### src/rtl/multicycle_sequencer.sv
// Multi-cycle control FSM: sequences FETCH/DECODE/EXEC/MEM/WB over one shared memory port.
// Latency (zero-wait memory): ALU/BR/JMP 3, ST 3, LD 4, HALT 2 cycles; each wait adds one.
// Backpressure: mem_req held until mem_ready; a stall of 2**TIMEOUT_W-1 cycles halts with err.
module multicycle_sequencer #(
    parameter int TIMEOUT_W = 4,
    parameter int CNT_W     = 16
) (
    input  logic             clk,
    input  logic             rst_n,
    input  logic             start,
    input  logic [3:0]       opcode,
    input  logic             n,
    input  logic             z,
    input  logic             p,
    input  logic             mem_ready,
    output logic             mem_req,
    output logic             mem_we,
    output logic             mem_addr_sel,
    output logic             ir_we,
    output logic             pc_we,
    output logic             pc_sel,
    output logic             reg_we,
    output logic             wdata_sel,
    output logic             flags_we,
    output logic             busy,
    output logic             halted,
    output logic             err,
    output logic [CNT_W-1:0] retired,
    output logic [2:0]       state
);

    typedef enum logic [2:0] {
        S_IDLE   = 3'd0,
        S_FETCH  = 3'd1,
        S_DECODE = 3'd2,
        S_EXEC   = 3'd3,
        S_MEM    = 3'd4,
        S_WB     = 3'd5,
        S_HALT   = 3'd6
    } state_t;

    state_t               st;
    logic [TIMEOUT_W-1:0] tmo;
    logic [TIMEOUT_W-1:0] tmo_inc;
    logic [CNT_W-1:0]     retired_q;
    logic                 err_q;

    logic op_alu, op_st, op_ld, op_jmp, op_halt, br_taken;
    logic mem_phase, tmo_hit, retire;

    assign op_alu  = (opcode <= 4'b1000);
    assign op_st   = (opcode == 4'b1001);
    assign op_ld   = (opcode == 4'b1010);
    assign op_jmp  = (opcode == 4'b1110);
    assign op_halt = (opcode == 4'b1111);

    always_comb begin
        br_taken = 1'b0;
        case (opcode)
            4'b1011: br_taken = z;
            4'b1100: br_taken = n;
            4'b1101: br_taken = p;
            default: br_taken = 1'b0;
        endcase
    end

    // Timeout fires on the stall cycle whose increment would bring the counter to all-ones.
    assign mem_phase = (st == S_FETCH) || (st == S_MEM);
    assign tmo_inc   = tmo + 1'b1;
    assign tmo_hit   = mem_phase && !mem_ready && (tmo_inc == {TIMEOUT_W{1'b1}});

    assign retire = ((st == S_DECODE) && op_halt) ||
                    (st == S_EXEC) ||
                    ((st == S_MEM) && mem_ready && op_st) ||
                    (st == S_WB);

    always_ff @(posedge clk or negedge rst_n) begin
        if (!rst_n) begin
            st        <= S_IDLE;
            tmo       <= '0;
            retired_q <= '0;
            err_q     <= 1'b0;
        end else begin
            if (retire && (retired_q != {CNT_W{1'b1}}))
                retired_q <= retired_q + 1'b1;
            case (st)
                S_IDLE: begin
                    if (start) begin
                        st  <= S_FETCH;
                        tmo <= '0;
                    end
                end
                S_FETCH, S_MEM: begin
                    if (mem_ready) begin
                        tmo <= '0;
                        if (st == S_FETCH)
                            st <= S_DECODE;
                        else
                            st <= op_st ? S_FETCH : S_WB;
                    end else if (tmo_hit) begin
                        st    <= S_HALT;
                        err_q <= 1'b1;
                    end else begin
                        tmo <= tmo_inc;
                    end
                end
                S_DECODE: begin
                    tmo <= '0;
                    if (op_halt)
                        st <= S_HALT;
                    else if (op_ld || op_st)
                        st <= S_MEM;
                    else
                        st <= S_EXEC;
                end
                S_EXEC, S_WB: begin
                    st  <= S_FETCH;
                    tmo <= '0;
                end
                S_HALT: begin
                    if (start) begin
                        st    <= S_FETCH;
                        tmo   <= '0;
                        err_q <= 1'b0;
                    end
                end
                default: st <= S_IDLE;
            endcase
        end
    end

    always_comb begin
        mem_req      = 1'b0;
        mem_we       = 1'b0;
        mem_addr_sel = 1'b0;
        ir_we        = 1'b0;
        pc_we        = 1'b0;
        pc_sel       = 1'b0;
        reg_we       = 1'b0;
        wdata_sel    = 1'b0;
        flags_we     = 1'b0;
        case (st)
            S_FETCH: begin
                mem_req = 1'b1;
                ir_we   = mem_ready;
                pc_we   = mem_ready;
            end
            S_EXEC: begin
                reg_we   = op_alu;
                flags_we = op_alu;
                pc_we    = br_taken || op_jmp;
                pc_sel   = br_taken || op_jmp;
            end
            S_MEM: begin
                mem_req      = 1'b1;
                mem_addr_sel = 1'b1;
                mem_we       = op_st;
            end
            S_WB: begin
                reg_we    = 1'b1;
                wdata_sel = 1'b1;
                flags_we  = 1'b1;
            end
            default: ;
        endcase
    end

    assign busy    = (st != S_IDLE) && (st != S_HALT);
    assign halted  = (st == S_HALT);
    assign err     = err_q;
    assign retired = retired_q;
    assign state   = st;

endmodule

### config.mk
export PLATFORM = sky130hd
export DESIGN_NAME = multicycle_sequencer
export DESIGN_NICKNAME = d
export VERILOG_FILES = /design/src/rtl/multicycle_sequencer.sv
export SDC_FILE = /design/constraint.sdc
export NUM_CORES = 1
export LEC_CHECK = 0
export CORE_MARGIN = 8
export CORE_UTILIZATION = 45
export CTS_BUF_LIST = sky130_fd_sc_hd__clkbuf_4 sky130_fd_sc_hd__clkbuf_8 sky130_fd_sc_hd__clkbuf_16
export CTS_CLUSTER_DIAMETER = 60
export CTS_CLUSTER_SIZE = 25
export DETAILED_ROUTE_END_ITERATION = 10
export GPL_ROUTABILITY_DRIVEN = 1
export GPL_TIMING_DRIVEN = 0
export PLACE_DENSITY = 0.84
export SLEW_MARGIN = 10
export SYNTH_ARGS = -nofsm -noshare
export SYNTH_HDL_FRONTEND = slang
export SYNTH_SLANG_ARGS = --single-unit
### constraint.sdc
create_clock -name clk -period 2.4 [get_ports clk]
set_clock_uncertainty 0.2 [all_clocks]
set_input_delay 0.48 -clock clk [delete_from_list [all_inputs] [get_ports clk]]
set_output_delay 0.48 -clock clk [all_outputs]
set_load 0.02 [all_outputs]
==> run metrics <==
DRC 0; leakage 0.993 nW; M1 WL 1750 µm; Critical Path, Cell by Cell dlygate4sd2_1 > o31ai_1 > a21oi_1 > nor2b_1 > buf_4 > buf_2; Setup crit end kind output port; Synth Net Count 196; io pins 42; core area 0.00336 mm²; uppermost layer routed met4; CTS tree built; Sw Share 40.0%; Max IR drop VDD 0.587 mV; Cell variety after synth 49; Clk pwr share 16.1%; WL met2 1920 µm; antenna-violating nets left 0; DRT Wirelength 3970 µm; async set or reset register ratio after synthesis 100%; CP max-delay cell o31ai_1; Clock Pin Slew Worst Setup and Hold Paths 140 ps; share of layout cells above drive strength 1 17.5%; min-delay worst type register to register; Int Pwr 1.12 mW; length of routed met3 wiring 232 µm; initial DRC count 234; Die W 75.4 µm; syn avg cell area 8.73 µm²; Syn-to-layout area delta 35.7%; share of the synthesized area in the top cell type 37.8%; yosys synthesis warning count 0; Final min period 2360 ps; clk_lat worst skew 340 ps; total CTS buffers 3; endpoints failing setup 0; top cells by count, synth nand2_1 (25), dfrtp_1 (24), nor2_1 (10); hpwl dp 2860 µm; Placer Congestion 0.833; Synth Register Bits 24; worst slew pin tran 1020 ps; Clock H-tree levels 1; die area 0.00569 mm²; critical path launch point type primary input; total gr overflow 0; most numerous cell in the Yosys netlist nand2_1; Worst EP arrival 1680 ps; Hold-fix buffers, CTS 0; Final Max Tran Viols 0; Filler cells 285; Seq pwr share 30.7%; Tot Pwr 1.87 mW; nets 244; CTS sink cnt 24; Top FF cell, synth dfrtp_1; num rows 21; vias in the first global route 1422; PwrDens 865 mW/mm²; drt first pass iters 4; critical path type primary input to output port; Fin. Hold Viols 0; post-synthesis sequential area ratio 37.8%; max-cap viol count 0; Psw 746 µW; port bufs 38; Post-synth EDFFs 0; Vias/cell 5.34; crit-path max cell delay 330 ps; detailed-route via count 1469; initial antenna violation count 0; Util after Layout 64.1%; combinational power share 53.3%; largest area contributor in the netlist dfrtp_1; CTS Root Cell clkbuf_4; pin count of the biggest net entering global routing 25; outcome completed; Initial Util 47.2%; top post-synthesis cells by area dfrtp_1 (38%), nand2_1 (5.9%), xnor2_1 (5.0%); gr usage total 14.5%; Gate Count Post-Synth 182; Die Y-Extent 75.4 µm; relative slew slack 31.7%; Fmax 424 MHz; Worst Path Max Fanout 7; critical path required time 1720 ps; Ant. Diodes 0; DR WL/cell 14.4 µm; clk buf depth 2; first-pass GRT wire length 6440 µm; Tcrit/Tclk final 98.2%; Post-Syn Area 0.00159 mm²
==> state kept, by name, summed over array words and instances, names as in the netlist <==
register	flops
err	1
retired	16
state	3
tmo	4
==> per-layer routing <==
layer | global-route usage [%] | vias up
met2 | 22.7 | 33
met4 | 6.40 | 0
li1 | - | 742
met1 | 18.1 | 689
met3 | 4.08 | 5
met5 | 0 | -
==> metrics by stage <==
stage	std cells	TNS (ps)	setup WS [ps]	hold slack (ps)	cell area (µm²)
2_1_floorplan	182	0	85.6	-15.6	1590
3_3_place_gp	266	-4320	-564	285	2030
3_5_place_dp	266	-4950	-571	287	2030
4_1_cts	271	-194	-194	311	2090
5_1_grt	275	-44.5	-39.6	333	2160
6_report	275	0	44.2	311	2160
==> worst paths after layout <==
kind,from,endpoint,slack (ps),cells after the start
max,opcode[0],reg_we,40,6
min,retired[7],retired[7],310,1
max reg2reg,retired[0],retired[4],150,7
min reg2reg,retired[7],retired[7],310,1
max in group asynchronous,rst_n,state[0],830,1
min in group asynchronous,rst_n,retired[2],480,1
==> repair_timing <==
| action | 4_1_cts | 5_1_grt |
|---|---|---|
| buffers inserted | 2 | 4 |
| gates resized for setup | 34 | 28 |
| pin swaps | 0 | 4 |
| endpoints found under the setup margin | 11 | 10 |
==> power groups by stage <==
| stage | logic, mW | registers [mW] | clock network (mW) |
|---|---|---|---|
| after floorplan | 0.515 | 0.639 | 0 |
| after global routing | 1.09 | 0.585 | 0.324 |
| after CTS | 0.902 | 0.583 | 0.299 |
| after detailed placement | 0.916 | 0.580 | 0 |
| final | 0.994 | 0.572 | 0.300 |
| after global placement | 0.899 | 0.581 | 0 |
==> kinds of logic (layout without fill, tap and decap cells) <==
kind of cell / Yosys count / count (layout) / synth area share [%]
DFF: 24 / 24 / 37.8
buffers and inverters: 16 / 63 / 4.88
xor gates and xnor gates: 18 / 18 / 9.92
AOI/OAI and AO/OA: 29 / 29 / 12.8
adders and majority gates: 3 / 3 / 2.36
and+or+nand+nor: 89 / 89 / 30.2
muxes: 3 / 3 / 1.97
==> cell usage in the layout (no fill, tap or decap), types with 7 or more instances in the layout <==
master / n
nand2_1: 25
dfrtp_1: 22
clkdlybuf4s50_1: 22
xor2_1: 9
nor2_1: 9
xnor2_1: 9
buf_4: 8
nand3_1: 7
nor3_1: 7
==> critical path, delay by kind of cell <==
family                 cells  cell delay [ps]
AOI/OAI and AO/OA          2              460
buffers and inverters      3              580
and+or+nand+nor            1              150
==> final cells by class <==
cell class	count	area [µm²]	share of cell area [%]
clock buffers	3	22.5	1.04
clock inverters	1	30.0	1.39
inverters	6	22.5	1.04
repair buffers	44	408	18.9
plain buffers	9	71.3	3.31
well taps	46	57.6	2.67
multi-input cells	142	942	43.7
flip-flops and latches	24	603	28.0
Note: power is estimated with default switching activity, not from simulation.
